$ cat src/rtl/fetch_mem_stage.sv
// fetch_mem_stage: IF stage owning the PC, one-outstanding req/done instruction fetch, IF/ID register.
// Optional macro FETCH_ALIGN_CHK_EN: odd redirect targets raise the sticky error.
module fetch_mem_stage #(
    parameter logic [15:0] RESET_PC  = 16'h0000,
    parameter logic [15:0] NOP_INSTR = 16'h0800,
    parameter logic [4:0]  HALT_OP   = 5'b00000
) (
    input  logic        clk,
    input  logic        rst,
    input  logic        stall,
    input  logic        redirect,
    input  logic [15:0] redirect_pc,
    output logic        imem_req,
    output logic [15:0] imem_addr,
    input  logic        imem_done,
    input  logic [15:0] imem_data,
    input  logic        imem_err,
    output logic [15:0] instr_out,
    output logic [15:0] next_pc_out,
    output logic        valid_out,
    output logic        halted,
    output logic        err
);

    typedef enum logic [2:0] {
        ST_REQ    = 3'd0,
        ST_WAIT   = 3'd1,
        ST_HOLD   = 3'd2,
        ST_DRAIN  = 3'd3,
        ST_HALTED = 3'd4
    } state_t;

    state_t      state_r, state_s;
    logic [15:0] pc_r, pc_s;
    logic [15:0] instr_r, instr_s;
    logic [15:0] next_pc_r, next_pc_s;
    logic [15:0] hold_instr_r, hold_instr_s;
    logic        valid_r, valid_s;
    logic        halted_r, halted_s;
    logic        err_r, err_s;
    logic        hold_ok_r, hold_ok_s;
    logic        armed_r;
    logic        req_s, spurious_s, resp_err_s, align_err_s;
    logic        deliver_s, deliver_ok_s;
    logic [15:0] deliver_word_s, resp_word_s, redirect_tgt_s, pc_inc_s;

    function automatic logic is_halt(input logic [15:0] word);
        return (word[15:11] == HALT_OP);
    endfunction

    // Request decode and error sources; a redirect suppresses the request issued in REQ
    always_comb begin
        req_s          = (state_r == ST_REQ) && armed_r && !redirect;
        spurious_s     = imem_done && ((state_r == ST_REQ) || (state_r == ST_HOLD) ||
                                       (state_r == ST_HALTED));
        resp_err_s     = imem_done && imem_err && (state_r == ST_WAIT) && !redirect;
        resp_word_s    = imem_err ? NOP_INSTR : imem_data;
        redirect_tgt_s = redirect_pc & 16'hFFFE;
        pc_inc_s       = pc_r + 16'd2;
`ifdef FETCH_ALIGN_CHK_EN
        align_err_s    = redirect && redirect_pc[0];
`else
        align_err_s    = 1'b0;
`endif
    end

    // Next-state, PC, IF/ID and hold-buffer update
    always_comb begin
        state_s        = state_r;
        pc_s           = pc_r;
        instr_s        = instr_r;
        next_pc_s      = next_pc_r;
        valid_s        = valid_r;
        halted_s       = halted_r;
        hold_instr_s   = hold_instr_r;
        hold_ok_s      = hold_ok_r;
        deliver_s      = 1'b0;
        deliver_ok_s   = 1'b0;
        deliver_word_s = NOP_INSTR;
        err_s          = err_r | spurious_s | resp_err_s | align_err_s;
        if (redirect) begin
            pc_s         = redirect_tgt_s;
            instr_s      = NOP_INSTR;
            valid_s      = 1'b0;
            hold_instr_s = NOP_INSTR;
            hold_ok_s    = 1'b0;
            halted_s     = 1'b0;
            // A response arriving alongside the redirect completes the drain on its own
            case (state_r)
                ST_WAIT, ST_DRAIN: state_s = imem_done ? ST_REQ : ST_DRAIN;
                default:           state_s = ST_REQ;
            endcase
        end else begin
            if (!stall) begin
                instr_s = NOP_INSTR;
                valid_s = 1'b0;
            end else begin
                instr_s = instr_r;
                valid_s = valid_r;
            end
            case (state_r)
                ST_REQ:  state_s = armed_r ? ST_WAIT : ST_REQ;
                ST_WAIT: begin
                    if (imem_done && stall) begin
                        hold_instr_s = resp_word_s;
                        hold_ok_s    = !imem_err;
                        state_s      = ST_HOLD;
                    end else if (imem_done) begin
                        deliver_s      = 1'b1;
                        deliver_word_s = resp_word_s;
                        deliver_ok_s   = !imem_err;
                    end else begin
                        state_s = ST_WAIT;
                    end
                end
                ST_HOLD: begin
                    if (!stall) begin
                        deliver_s      = 1'b1;
                        deliver_word_s = hold_instr_r;
                        deliver_ok_s   = hold_ok_r;
                        hold_instr_s   = NOP_INSTR;
                        hold_ok_s      = 1'b0;
                    end else begin
                        state_s = ST_HOLD;
                    end
                end
                ST_DRAIN:  state_s = imem_done ? ST_REQ : ST_DRAIN;
                ST_HALTED: state_s = ST_HALTED;
                default:   state_s = ST_REQ;
            endcase
            // Errored responses still consume their slot: PC advances, IF/ID gets a bubble
            if (deliver_s) begin
                pc_s = pc_inc_s;
                if (deliver_ok_s) begin
                    instr_s   = deliver_word_s;
                    next_pc_s = pc_inc_s;
                    valid_s   = 1'b1;
                end else begin
                    instr_s = NOP_INSTR;
                    valid_s = 1'b0;
                end
                if (deliver_ok_s && is_halt(deliver_word_s)) begin
                    state_s  = ST_HALTED;
                    halted_s = 1'b1;
                end else begin
                    state_s = ST_REQ;
                end
            end else begin
                pc_s = pc_r;
            end
        end
    end

    // State registers with synchronous active-low reset
    always_ff @(posedge clk) begin
        if (!rst) begin
            state_r      <= ST_REQ;
            pc_r         <= RESET_PC;
            instr_r      <= NOP_INSTR;
            next_pc_r    <= 16'h0000;
            valid_r      <= 1'b0;
            halted_r     <= 1'b0;
            err_r        <= 1'b0;
            hold_instr_r <= NOP_INSTR;
            hold_ok_r    <= 1'b0;
            armed_r      <= 1'b0;
        end else begin
            state_r      <= state_s;
            pc_r         <= pc_s;
            instr_r      <= instr_s;
            next_pc_r    <= next_pc_s;
            valid_r      <= valid_s;
            halted_r     <= halted_s;
            err_r        <= err_s;
            hold_instr_r <= hold_instr_s;
            hold_ok_r    <= hold_ok_s;
            armed_r      <= 1'b1;
        end
    end

    assign imem_req    = req_s;
    assign imem_addr   = pc_r;
    assign instr_out   = instr_r;
    assign next_pc_out = next_pc_r;
    assign valid_out   = valid_r;
    assign halted      = halted_r;
    assign err         = err_r;

endmodule

$ cat config.mk
export PLATFORM = sky130hd
export DESIGN_NAME = fetch_mem_stage
export DESIGN_NICKNAME = d
export VERILOG_FILES = /design/src/rtl/fetch_mem_stage.sv
export SDC_FILE = /design/constraint.sdc
export NUM_CORES = 1
export LEC_CHECK = 0
export CORE_MARGIN = 2
export CORE_UTILIZATION = 36
export CTS_BUF_LIST = sky130_fd_sc_hd__clkbuf_4
export DETAILED_ROUTE_END_ITERATION = 10
export DONT_BUFFER_PORTS = 1
export HOLD_SLACK_MARGIN = 0.15
export PLACE_DENSITY = 0.5
export SETUP_SLACK_MARGIN = 0.05
export SYNTH_ARGS = -nofsm -noshare
export SYNTH_HDL_FRONTEND = slang
export SYNTH_SLANG_ARGS = --single-unit
$ cat constraint.sdc
create_clock -name clk -period 4 [get_ports clk]
set_input_delay 0.6 -clock clk [delete_from_list [all_inputs] [get_ports clk]]
set_output_delay 0.6 -clock clk [all_outputs]
set_load 0.05 [all_outputs]
Word level (Yosys, flattened, before mapping)
Index checks and enable logic that the tools add are counted.
{"block": "word_totals", "latch_bits": 0, "ramBits": 0, "rom_bits": 0, "input_bits": 38, "register_bits": 72, "output_inout_bits": 52, "n_memories": 0}
{"block": "classes", "n_shift": 0, "order_cmp": 0, "n_addsub": 1, "n_reduce_logical": 22, "div_mod_pow": 0, "bitwise": 4, "n_mux": 39, "multipliers": 0, "eq_ne": 9}
{"cell": "two-way mux 16 bit", "count": 11}
{"cell": "one-hot mux 16 bit (2 select lines)", "count": 2}
{"cell": "two-way mux 3 bit", "count": 6}
{"cell": "adder 16 x 2 -> 16 bit (second input constant)", "count": 1}
{"cell": "one-hot mux 3 bit (5 select lines)", "count": 1}
{"cell": "two-way mux 1 bit", "count": 14}
{"cell": "logical AND 1 bit", "count": 8}
{"cell": "== test 3 x 2 -> 1 bit (second input constant)", "count": 2}
{"cell": "one-hot mux 1 bit (2 select lines)", "count": 3}
{"cell": "AND reduction 3 bit", "count": 2}
{"cell": "zero test 5 bit", "count": 1}
{"cell": "inequality test 5 x 3 -> 1 bit (second input constant)", "count": 1}
{"cell": "two-way mux 2 bit", "count": 2}
{"cell": "inequality test 2 x 1 -> 1 bit (second input constant)", "count": 2}
{"cell": "inequality test 4 x 3 -> 1 bit (second input constant)", "count": 1}
{"cell": "AND reduction 2 bit", "count": 2}
{"cell": "nonzero test 2 bit", "count": 2}
{"cell": "OR reduction 2 bit", "count": 2}
{"cell": "== test 3 x 1 -> 1 bit (second input constant)", "count": 1}
{"cell": "== test 3 bit (second input constant)", "count": 1}
{"cell": "zero test 3 bit", "count": 1}
{"cell": "zero test 1 bit", "count": 2}
{"cell": "logical OR 1 bit", "count": 2}
{"cell": "inequality test 2 bit (second input constant)", "count": 1}
{"cell": "2 further kinds", "count": 4}

Logic depth before layout (Yosys ltp)
Gate-level depths: netlist of the first run.
{"block": "logic_depth", "word_depth": 10, "depth_mapped": 7}

Least setup slack after synthesis of the first run
No wires, ideal clock.
{"block": "synth_path", "kind": "register to register", "start": "register pc_r[1], in the netlist imem_addr[1]", "end": "register pc_r[15], in the netlist imem_addr[15]", "arrival_ns": 2.430, "setup_slack_ns": 1.496, "required_time_ns": 3.926, "path_stages_with_launch": 7, "cell_sequence": "dfxtp_1 > ha_1 > nand3_2 > or4_1 > buf_2 > or4_1 > a31oi_1"}
{"block": "synth_via", "elab_chain_cells": 3}
{"element": "start, declared", "line_no": "34", "source": "logic [15:0] pc_r, pc_s;"}
{"element": "start signal, assigned", "line_no": "169", "source": "pc_r <= pc_s;"}
{"element": "adder 16 x 2 -> 16 bit", "line_no": "59", "source": "pc_inc_s = pc_r + 16'd2;"}
{"element": "two-way mux 16 bit", "line_no": "132", "source": "if (deliver_s) begin"}
{"element": "two-way mux 16 bit", "line_no": "81", "source": "if (redirect) begin"}
No other way between the ends. The select of a mux whose other input is x is not followed.
A chain may end at the register's enable or synchronous reset.

Worst setup path after layout of the first run
{"block": "layout_path", "start": "register pc_r[5], in the netlist imem_addr[5]", "end": "register pc_r[15], in the netlist imem_addr[15]"}
The elaborated chain is that of the path after synthesis.

==> metrics, run 1 <==
syn avg cell area 8.765 µm²; final core utilization 39.02%; Fin Setup TNS 0 ps; Top FF cell, synth dfxtp_1; clk slew on worst S/H paths 130 ps; Die Ht 97.23 µm; CTS Buffer Depth 2; Yosys top cell by area dfxtp_1; worst hold margin 213.8 ps; worst vdd ir 214.2 µV; global-route wire length before repair roughly 14000 µm; H-tree depth 3; commonest non-fill, non-tap cell in the layout dfxtp_1; Area after DPL 0.003158 mm²; Placer Congestion 0.7871; Post-CTS Hold Buffers 0; Hold Violations, Final 0; layout cells sized above 1 7.849%; Root Driver clkbuf_4; Avg WL per Cell roughly 19 µm; initial core utilization 36.42%; Slew Limit Fails 0; Non-Filler Instances 452; initial drt markers 147; fin area 0.003353 mm²; run status finished clean; Top Ports 90; Pwr per Cell Area 441.9 mW/mm²; Crit Path Category reg -> reg; synthesis-to-finish area growth 7.157%; Synth Cell Area 0.003129 mm²; width of the die roughly 97 µm; GR Util All Layers 18.20%; Post-DP HPWL 5512 µm; Yosys reg bits 70; post-CTS setup buffers 0; Die Footprint 0.009454 mm²; Lkg Pwr 1.036 nW; sequential area share after synthesis 44.78%; largest net degree at the start of global routing 55; Fillers 871; synth top area cells dfxtp_1 (45%), a222oi_1 (4.8%), a21oi_1 (4.3%); Max Clk Rate 0.3459 GHz; Cells after Synth 357; fraction of registers with async set/reset 0%; initial antenna violation count 0; RSZ-0062 raised after global routing no; DRC viols 0; shortest period the worst path allows 2891 ps; Inst Count DP 436; Nets roughly 380; post-cts sizing count 0; total grt overflow 0; most frequent cells in the layout dfxtp_1 (70), nor2_1 (36), a21oi_1 (27); slew at the pin closest to its max-slew limit 1099 ps; Synth top area share 44.78%; first-pass iteration count of the detailed router 6; maxcap violations 0; period utilization 72.29%; worst-case clock skew 19.55 ps; Final Setup Violations 0; Max-Slew Margin vs Limit a little over a quarter; EDFF count, synth 0; Num CTS Buffers 9; Syn. warnings 0; CP required ~4400 ps; post-synthesis cell type count 48; Hold WC Path Type in -> reg; buffers added on ports 0; CP startpoint kind register; DR vias 2696; vias in the first global route 2632; core area between 0.008 and 0.009 mm²; Ant. Diodes 0; Critical Path AT 3240 ps; critical path capture point type register; vias per inst 5.965; Worst-Skew Late Latency 420 ps; # clock sinks 70; TritonCTS clock tree done; Crit Path Max Fanout 12; Routed Wire Length roughly 8500 µm; Post-DRT Antenna Nets 0; Worst R2R Setup Slack approximately 1100 ps; num rows 34
[kinds of logic after synthesis]
| logic type | Yosys count | synth area share, % |
|---|---|---|
| AND/OR/NAND/NOR | 111 | 19.11 |
| AO/OA/AOI/OAI | 122 | 26.75 |
| buffers and inverters | 39 | 5.198 |
| flip-flops | 70 | 44.78 |
| other | 1 | 0.1198 |
| XOR/XNOR | 13 | 3.639 |
| adder cells (fa/ha/maj) | 1 | 0.3998 |
[stage by stage]
stage | power, mW | setup slack [ps]
finish | 1.482 | 1109
global route | 1.545 | 950.6
CTS | 1.499 | 1107
detailed placement | 0.8803 | 1148
global placement | 0.8794 | 1178
floorplan | 0.8653 | 1496
[final timing paths]
path                                      start       endpoint  cells after the start
worst max register to register     imem_addr[5]  imem_addr[15]                      4
worst max-delay path               imem_addr[5]  imem_addr[15]                      4
worst min-delay path                        rst        armed_r                      0
worst min register to register  hold_instr_r[0]   instr_out[0]                      2
[layout make-up]
type                    instances  area, µm²  area share, %
clock buffers                   9      67.56          2.015
flip-flops and latches         70       1401          41.79
repair buffers                  5      37.54          1.119
well taps                     108      135.1          4.030
multi-input cells             249       1569          46.79
clock inverters                 7      127.6          3.806
inverters                       4      15.01         0.4478
[critical path: stages (launching register included)]
cell     delay (ps)
dfxtp_1         790
nand4_1         560
or4_1           820
or4_1           510
a31oi_1         160
[flip-flops by register name, indices dropped and copies added, names as in the netlist]
signal and flops:
hold_instr_r 16, instr_out 16, imem_addr 15, next_pc_out 15
state_r 3, armed_r 1, err 1, halted 1
hold_ok_r 1, valid_out 1
[power breakdown]
| group | internal [mW] | switching, mW |
|---|---|---|
| clock | 0.326 | 0.291 |
| combinational | 0.0316 | 0.0586 |
| sequential | 0.712 | 0.0625 |
[cell usage after synthesis, types with 3 or more instances]
| master | count |
|---|---|
| nor3_1 | 14 |
| nor2_1 | 36 |
| o21ai_0 | 24 |
| o31ai_1 | 6 |
| inv_1 | 3 |
| a31oi_1 | 6 |
| a311oi_1 | 9 |
| a222oi_1 | 15 |
| a21o_1 | 5 |
| xnor2_1 | 12 |
| nor4_1 | 4 |
| nand3b_1 | 3 |
| and4_1 | 4 |
| nor4b_1 | 4 |
| buf_4 | 3 |
| nand2b_1 | 6 |
| nand3_1 | 4 |
| nand4_1 | 4 |
| dfxtp_1 | 70 |
| a22oi_1 | 16 |
| buf_2 | 4 |
| a211oi_1 | 6 |
| clkbuf_1 | 26 |
| a21oi_1 | 27 |
| nand2_1 | 14 |
| or4_1 | 5 |
[routing by layer]
layer / wire length, µm / vias to the layer above / track usage (%)
met5: 0 / - / 0
met4: 110 / 0 / 6.944
met3: 739 / 10 / 7.842
met2: 3693 / 84 / 25.59
met1: 3963 / 1284 / 24.66
li1: - / 1318 / -
Note: power is estimated with default switching activity, not from simulation.
==> run 2: changes to the inputs <==
Settings changed: PLACE_DENSITY 0.5 to 0.52.
Clock period 4 ns to 2.3 ns, I/O delays scaled along.
==> run 2 against run 1 <==
  * Sequential power is 65% higher
  * Register-to-register slack worse by 920 ps
  * Critical endpoint is now imem_req
  * Flip-flop and latch count stayed put
  * Count of clock-buffer cells in the layout increased by 1
  * First-iteration DRC count increased by 44%
  * Hold slack worse by 39 ps
  * Combinational power rose to 3.6 times the previous value
  * Wire length is 8.8% higher
  * Die area is the same
  * Cell area up 16%
  * Global-route usage rose by 1.5 points
  * Highest routed layer unchanged
  * Largest power group unchanged
  * Non-clock buffer count grew 63
==> metrics, run 2 (synthesis results as in run 1) <==
run status finished clean; sequential fraction of design power 50.8%; global-route wire length before repair approximately 15000 µm; Net Switching 0.7149 mW; critical path depth in cells 3; min-delay src redirect; Non-Filler Instances 515; Reg2Reg Launch Point imem_addr[3]; switching share of power 28.26%; Hold Path Depth 2; Slew Limit Fails 0; Comb pwr share 12.8%; synthesis-to-finish area growth 24.79%; Critical Path AT 1840 ps; RSZ-0062 raised after global routing yes; Root Driver clkbuf_4; worst-case clock skew 27.22 ps; crit-path cells or4b_2, nor2_1, buf_6; capture point of the worst reg-to-reg path imem_addr[8]; internal power 1.814 mW; Routed Wire Length ~9300 µm; core area about 0.0086 mm²; H-tree depth 3; TritonCTS clock tree done; critical path's largest stage delay about 700 ps; shortest period the worst path allows ~2200 ps; Max-Slew Margin vs Limit 49.48%; CTS Buffer Depth 2; Ant. Diodes 0; GR Util All Layers 19.68%; vias in the first global route between 2000 and 3000; first-pass iteration count of the detailed router 5; most frequent cells in the layout dfxtp_1 (63), dlygate4sd3_1 (37), nor2_1 (36); initial drt markers 211; slew at the pin closest to its max-slew limit 755.3 ps; initial core utilization 36.42%; worst vdd ir 243.3 µV; width of the die 97.23 µm; Hold Violations, Final 0; Max Clk Rate 0.4572 GHz; maxcap violations 0; commonest non-fill, non-tap cell in the layout dfxtp_1; DRC viols 0; Fin Setup TNS 0 ps; Nets 441; CP startpoint kind register; period utilization 95.11%; buffers added on ports 0; Pwr per Cell Area 647.7 mW/mm²; DR vias 2967; Post-DP HPWL between 5000 and 6000 µm; Hold WC Path Type in -> reg; Final Setup Violations 0; Crit Path Max Fanout 12; critical path capture point type output pin; clk slew on worst S/H paths 130 ps; num rows 34; Die Footprint 0.009454 mm²; Top delay family on crit path simple AND/OR/NAND/NOR gates; R2R depth 6; Post-DRT Antenna Nets 0; clock share of power 36.4%; Num CTS Buffers 9; hold worst-path end imem_addr[14]; Worst-Skew Late Latency 420 ps; initial antenna violation count 0; Lkg Pwr 1.310 nW; Inst Count DP 462; Placer Congestion 0.8190; Worst R2R Setup Slack 190 ps; Avg WL per Cell 17.96 µm; # clock sinks 70; Top Ports 90; total grt overflow 0; vias per inst between 5 and 6; largest net degree at the start of global routing 20; worst hold margin 174.7 ps; Die Ht 97.23 µm; worst path buffer plus inverter count 1; CP required 1960 ps; CP max-delay cell or4b_2; layout cells sized above 1 14.99%; Crit Path Category reg -> out
==> run 2: cell count changes in the layout (fill, tap and decap cells not counted), sizes merged <==
cell / delta
dlygate4sd3: +37
buf: +26
inv: -2
bufinv: -1
clkbuf: +1
clkinv: +1
clkinvlp: +1
==> run 2: area by class of cell <==
type                            instances  area (µm²)
Clock buffer                           10       75.07
Clock inverter                          6       85.08
Fill cell                             861        4688
Inverter                                4       15.01
Multi-Input combinational cell        249        1575
Sequential cell                        70        1413
Tap cell                              108       135.1
Timing Repair Buffer                   68       606.8
==> run 2: per-layer routing <==
| metal | up-vias | wire length (µm) | global-route usage [%] |
|---|---|---|---|
| met2 | 91 | 4122 | 29.70 |
| met3 | 14 | 618 | 5.683 |
| met5 | - | 0 | 0 |
| met4 | 0 | 140 | 8.226 |
| met1 | 1420 | 4370 | 26.43 |
| li1 | 1442 | - | - |
==> run 2: worst max path at each step <==
stage | startpoint | endpoint | slack, ps
final | state_r[0] | imem_req | 110
after global placement | imem_addr[1] | imem_addr[15] | 190
after floorplan | imem_addr[8] | imem_addr[15] | 50
after global routing | state_r[0] | imem_req | 30
after detailed placement | imem_addr[1] | imem_addr[15] | 180
after CTS | state_r[1] | imem_req | 60
==> run 2: what timing repair did <==
action	in CTS	in global routing
cloned	0	0
hold buffers	36	1
buffers inserted	0	0
setup endpoints to repair	1	2
resized for setup	1	3
endpoints found under the hold margin	58	1
==> run 2: per-stage QoR <==
step                utilization (%)  power [mW]  worst slack, ps  cell area [µm²]
detailed placement            39.15       1.564            175.2             3364
finish                        45.44       2.529            112.5             3905
CTS                           45.22       2.556            59.54             3886
floorplan                         -       1.507            52.92             3144
global route                  45.44       2.640            29.75             3905
global placement              39.15       1.562            193.7             3364
==> run 2: worst register-to-register path: cells and delay by family (launching register included) <==
| family | cells | cell delay [ps] |
|---|---|---|
| compound gates | 2 | 240 |
| buf+inv | 2 | 790 |
| flops | 1 | 360 |
| simple gates | 2 | 650 |
==> run 2: power by group through the flow <==
stage                     clock network, mW  logic [mW]  registers (mW)
after floorplan                           0       0.134            1.37
after global placement                    0       0.250            1.31
after detailed placement                  0       0.252            1.31
after CTS                             0.952       0.319            1.28
after global routing                   1.00       0.346            1.29
final                                 0.922       0.323            1.28
